### config.mk
export PLATFORM = sky130hd
export DESIGN_NAME = msk_refresh_scheduler
export DESIGN_NICKNAME = d
export VERILOG_FILES = /design/src/rtl/msk_refresh_scheduler_pkg.sv /design/src/rtl/msk_refresh_scheduler_tree.sv /design/src/rtl/msk_refresh_scheduler.sv
export SDC_FILE = /design/constraint.sdc
export NUM_CORES = 1
export LEC_CHECK = 0
export ABC_AREA = 1
export CAP_MARGIN = 15
export CORE_AREA = 5 5 207 209
export DETAILED_ROUTE_END_ITERATION = 10
export DIE_AREA = 0 0 212 214
export DONT_BUFFER_PORTS = 1
export MAX_ROUTING_LAYER = met4
export PLACE_DENSITY_LB_ADDON = 0.2
export SLEW_MARGIN = 10
export SYNTH_ARGS = -nofsm -noshare
export SYNTH_HDL_FRONTEND = slang
export SYNTH_SLANG_ARGS = --single-unit
### constraint.sdc
create_clock -name clk -period 6.1 [get_ports clk]
set_input_delay 0.915 -clock clk [delete_from_list [all_inputs] [get_ports clk]]
set_output_delay 0.915 -clock clk [all_outputs]
set_load 0.05 [all_outputs]
### src/rtl/msk_refresh_scheduler_pkg.sv
// Shared definitions for the masked-word refresh scheduler.
// Holds the FSM state encoding plus the slice/counter sizing helpers
// used by the top and the refresh datapath.
package msk_refresh_scheduler_pkg;

   // IDLE: waiting for a word; REFRESH: one chunk per rnd beat; OUT: word held for consumer
   typedef enum logic [1:0] {
      ST_IDLE    = 2'd0,
      ST_REFRESH = 2'd1,
      ST_OUT     = 2'd2
   } state_e;

   // Width of one chunk in the buffer: BITS bits, each carried as d shares
   function automatic int slice_w(input int d, input int bits);
      return d * bits;
   endfunction

   // Chunk counter width; a single-chunk word still needs a 1-bit counter
   function automatic int cnt_w(input int chunks);
      return (chunks > 1) ? $clog2(chunks) : 1;
   endfunction

endpackage

### src/rtl/msk_refresh_scheduler_tree.sv
// Refresh datapath (MSKrefresh_tree): re-randomises one BITS-bit chunk of a d-share word.
// Ports: x_i = chunk in (bit i shares at [i*d +: d]), rnd_i = (d-1)*BITS fresh random bits,
//        y_o = refreshed chunk, same layout. Purely combinational.
module msk_refresh_scheduler_tree
   import msk_refresh_scheduler_pkg::*;
#(
   parameter int d    = 2,
   parameter int BITS = 16
) (
   input  logic [d*BITS-1:0]     x_i,
   input  logic [(d-1)*BITS-1:0] rnd_i,
   output logic [d*BITS-1:0]     y_o
);

   localparam int SW = slice_w(d, BITS);

   logic [SW-1:0] y;

   // Share j<d-1 of bit i takes random word j; the last share absorbs the XOR of
   // all of them, so the XOR over shares of every bit is left unchanged.
   for (genvar i = 0; i < BITS; i++) begin : g_bit
      logic [d-2:0] rv;
      for (genvar j = 0; j < d - 1; j++) begin : g_rnd
         assign rv[j] = rnd_i[j*BITS + i];
      end
      assign y[i*d +: d-1]   = x_i[i*d +: d-1] ^ rv;
      assign y[i*d + d - 1]  = x_i[i*d + d - 1] ^ (^rv);
   end

   assign y_o = y;

endmodule

### src/rtl/msk_refresh_scheduler.sv
// Chunk-serial refresh scheduler: takes a d-share word, refreshes CHUNKS chunks of BITS bits
// through one shared refresh datapath (one chunk per accepted rnd beat), then presents the word.
// Ports: in_* word input (valid/ready), rnd_* randomness (valid/ready), out_* word output, busy.
module msk_refresh_scheduler
   import msk_refresh_scheduler_pkg::*;
#(
   parameter int d      = 2,
   parameter int BITS   = 16,
   parameter int CHUNKS = 8
) (
   input  logic                       clk,
   input  logic                       syn_rst,
   input  logic                       in_valid,
   output logic                       in_ready,
   input  logic [d*CHUNKS*BITS-1:0]   in_data,
   input  logic                       rnd_valid,
   output logic                       rnd_ready,
   input  logic [(d-1)*BITS-1:0]      rnd_data,
   output logic                       out_valid,
   input  logic                       out_ready,
   output logic [d*CHUNKS*BITS-1:0]   out_data,
   output logic                       busy
);

   localparam int W  = CHUNKS * BITS;
   localparam int SW = slice_w(d, BITS);
   localparam int CW = cnt_w(CHUNKS);

   state_e          state_q;
   logic [CW-1:0]   cnt_q;
   logic [d*W-1:0]  buf_q;
   logic [d*W-1:0]  buf_d;
   logic            in_ready_q;
   logic            rnd_ready_q;
   logic            out_valid_q;
   logic            busy_q;

   logic [SW-1:0]   slice_cur;
   logic [SW-1:0]   slice_ref;
   logic            last_chunk;

   assign slice_cur  = buf_q[int'(cnt_q)*SW +: SW];
   assign last_chunk = (cnt_q == CW'(CHUNKS - 1));

   msk_refresh_scheduler_tree #(
      .d    (d),
      .BITS (BITS)
   ) u_refresh_tree (
      .x_i   (slice_cur),
      .rnd_i (rnd_data),
      .y_o   (slice_ref)
   );

   // Write-back mux: only the slice under the counter is replaced
   always_comb begin
      buf_d = buf_q;
      buf_d[int'(cnt_q)*SW +: SW] = slice_ref;
   end

   // The refreshed chunk only becomes visible through buf_q, never straight from the datapath
   always_ff @(posedge clk) begin
      if (syn_rst) begin
         state_q     <= ST_IDLE;
         cnt_q       <= '0;
         buf_q       <= '0;
         in_ready_q  <= 1'b1;
         rnd_ready_q <= 1'b0;
         out_valid_q <= 1'b0;
         busy_q      <= 1'b0;
      end else begin
         case (state_q)
            ST_IDLE: begin
               if (in_valid && in_ready_q) begin
                  buf_q       <= in_data;
                  cnt_q       <= '0;
                  state_q     <= ST_REFRESH;
                  in_ready_q  <= 1'b0;
                  rnd_ready_q <= 1'b1;
                  busy_q      <= 1'b1;
               end
            end
            ST_REFRESH: begin
               // rnd_valid low is a stall: nothing moves, no randomness consumed
               if (rnd_valid) begin
                  buf_q <= buf_d;
                  if (last_chunk) begin
                     cnt_q       <= '0;
                     state_q     <= ST_OUT;
                     rnd_ready_q <= 1'b0;
                     out_valid_q <= 1'b1;
                  end else begin
                     cnt_q <= cnt_q + 1'b1;
                  end
               end
            end
            ST_OUT: begin
               if (out_ready) begin
                  state_q     <= ST_IDLE;
                  out_valid_q <= 1'b0;
                  busy_q      <= 1'b0;
                  in_ready_q  <= 1'b1;
               end
            end
            default: begin
               state_q     <= ST_IDLE;
               cnt_q       <= '0;
               in_ready_q  <= 1'b1;
               rnd_ready_q <= 1'b0;
               out_valid_q <= 1'b0;
               busy_q      <= 1'b0;
            end
         endcase
      end
   end

   // Handshake outputs are forced low in the reset cycle itself, before the registers clear
   assign in_ready  = in_ready_q  & ~syn_rst;
   assign rnd_ready = rnd_ready_q & ~syn_rst;
   assign out_valid = out_valid_q & ~syn_rst;
   assign busy      = busy_q      & ~syn_rst;
   assign out_data  = buf_q;

endmodule

==> flow_summary.yaml <==
clock_tree:
  post_cts_buffers: 0
  cts-resized-gates: 0
  cts-root-buf: "clkbuf_16"
  cts_hold_buf: 0
  cts_tree: "done"
  clock_latency_ps: 550
  clkSinkCount: 265
  cts_made_buffers: 34
  h-tree-depth: 2
  cts.path.max_buffers: 3
  clkTransAtPathRegs_ps: 60
synthesis:
  ys_seq_area_share_pct: 35.2
  ys_types: 28
  syn_nets: 2659
  yosysWarnings: 0
  syn_inst: 2375
  synth_area_sq_um: 15100
  syn-mean-instance-area_sq_um: 6.35
  ys_ff_latch: 265
sta:
  fin_tns_setup_ps: 0
  clock_skew_ps: 15.6
  rsz0062_at_grt: "false"
  fmax_mhz: 228
  slew_headroom_pct: 17.9
  final_max_slew_viol_count: 0
  setup_viol: 0
  post-route-period-util_pct: 72.0
  fin_crit_ps: 4390
  hold_violations: 0
  max_slew.worst_pin.slew_ps: 1230
layout:
  drive_above_1_share_pct: 5.51
  finalCoreUtilization_pct: 40.5
  fin_nets: 2510
  syn2layout_area_growth_pct: 9.22
worst_setup_path:
  start_kind: "flop"
  crit_fanout: 44
  slowest_delay_ps: 820
  r2r_start: "cnt_q[0]"
  reg2reg_depth: 8
  required_ps: 6520
  regToRegSetupSlack_ps: 1710
  arrival_ps: 4810
  crit_chain: "inv_4 -> ha_2 -> ha_1 -> nor3_1 -> o21ai_4 -> inv_1 -> o21ai_0 -> a21oi_1"
  crit_path_top_delay_cell: "o21ai_4"
  rr_endpoint: "out_data[243]"
  critical_path_class: "flop to flop"
  end_kind: "flop"
outcome:
  status: "finished clean"
die:
  io_pins: 537
  die_area_sq_um: 45400
  coreArea_sq_um: 40600
  fp.dieW_um: 212
  fp.dieH_um: 214
  rows: 74
  start_util_pct: 37.1
detailed_routing:
  wl_um: 81200
  vias: 17617
  vias_per_cell: 6.31
  drt_iter0_markers: 1922
  drc: 0
  drt-pass1-iter-count: 7
  wl_per_cell_um: 29.1
  ant_nets: 0
grt:
  grt_pass1_vias: 16670
  grt_pass1_wl_um: 116000
  antenna_found_initial: 6
  grt_max_degree: 104
  grtUsageTotal_pct: 34.6
  overflow: 0
placement:
  dp_hpwl_um: 55500
  portBuffers: 0
  place.gp.congestion: 0.911
min_path:
  min_path_cells: 1
  min_path_type: "input port to flop"
  min_from: "syn_rst"
  hold_path_end: "cnt_q[2]"
job:
  drv_cap: 0
pwr:
  powerDensity_nw_per_um2: 486
  vdd_ir_drop_max_uv: 218
  cellLeakagePower_uw: 0.00635
## power by group
| part | switching (uW) | leakage [uW] | internal (uW) |
|---|---|---|---|
| combinational | 1750 | 0.00358 | 528 |
| clock | 847 | 0.000584 | 1300 |
| sequential | 1520 | 0.00219 | 2050 |
| total | 4120 | 0.00635 | 3890 |
## final cells by class
type                       instances  area, sq um
fill                            4391        24200
clock buffer                      53         1080
sequential                       265         5310
timing repair buffer              30          233
tap                              532          666
antenna                            6         15.0
inverter                         197          754
multi-input combinational       1698         8320
clock inverter                     9          103
## layout by cell type (no fill, tap or decap), drive strengths merged, types with 3 or more instances in the layout
cell    netlist  layout
dfxtp       265     265
inv         196     197
nand3       266     266
buf          56      30
a21oi       454     454
o21ai       268     268
nor2         14      14
nor4          3       3
nand4       130     130
clkbuf      159      53
diode         0       6
a31oi        33      33
clkinv        1       7
nor3          9       9
nand2       509     509
ha            7       7
## registers in the layout, indices dropped and copies added, names as in the netlist
signal       cells
state_q          2
in_ready_q       1
rnd_ready_q      1
cnt_q            3
busy_q           1
out_valid_q      1
out_data       256
## cell families (layout without fill, tap and decap cells)
kind of cell / after synthesis / after routing / synth area share [%]
AOI/OAI and AO/OA: 758 / 758 / 25.6
adders and majority gates: 7 / 7 / 0.581
buffers and inverters: 412 / 289 / 10.5
DFF: 265 / 265 / 35.2
other: 0 / 6 / 0
and+or+nand+nor: 933 / 933 / 28.1
## critical path, delay by kind of cell (launching register included)
kind / cells / cell delay, ps
adder cells (fa/ha/maj): 2 / 870
AND/OR/NAND/NOR: 1 / 150
AO/OA/AOI/OAI: 3 / 1340
buffers and inverters: 2 / 1140
flip-flops: 1 / 680
## worst max-delay path by stage
stage	endpoint	slack (ps)	from	cells past startpoint
after floorplan	out_data[37]	3390	cnt_q[0]	14
after global placement	out_data[242]	1910	cnt_q[0]	8
after detailed placement	out_data[243]	1790	cnt_q[0]	8
after CTS	out_data[243]	1790	cnt_q[0]	8
after global routing	out_data[227]	1410	cnt_q[0]	8
final	out_data[243]	1710	cnt_q[0]	8
## layer usage
metal	wire length, um	GRT usage [%]	up-vias	part of all wire [%]
li1	-	-	7857	-
met3	8660	9.51	249	11
met1	29700	40.3	8371	37
met5	0	-	-	0
met2	37800	54.2	1140	47
met4	5100	18.4	0	6.3
## Yosys cell counts
cell      count  area share [%]
o21ai_2       3            0.17
nand4_1     130             5.4
ha_1          7            0.58
nor3_4        1            0.11
o31ai_1       1           0.050
o21ai_1     126             4.2
clkbuf_1    159             4.0
inv_2         8            0.20
nand2_2       2           0.083
nand3_1     266             8.8
a211oi_1      2           0.099
nor4_2        3            0.25
inv_1       188             4.7
buf_2        28            0.93
o21ai_0     139             4.6
nand2_1     507              13
a31oi_1      33             1.4
dfxtp_1     265              35
buf_1        27            0.67
nor3_2        4            0.27
buf_4         1           0.050
nor2_4        1           0.075
a21oi_2       2            0.12
clkinv_1      1           0.025
a21oi_1     452              15
nor2_1       13            0.32
or2_2         2           0.083
nor3_1        4            0.13
## stage by stage
stage | cells | power (uW) | area, sq um | setup WS, ps | hold slack (ps)
floorplan | 2375 | 4830 | 15100 | 3390 | 445
global placement | 2721 | 5800 | 15300 | 1910 | 468
detailed placement | 2722 | 5840 | 15300 | 1790 | 483
CTS | 2784 | 7970 | 16500 | 1790 | 410
global route | 2790 | 8280 | 16500 | 1410 | 426
finish | 2790 | 8000 | 16500 | 1710 | 439
Note: power is estimated with default switching activity, not from simulation.
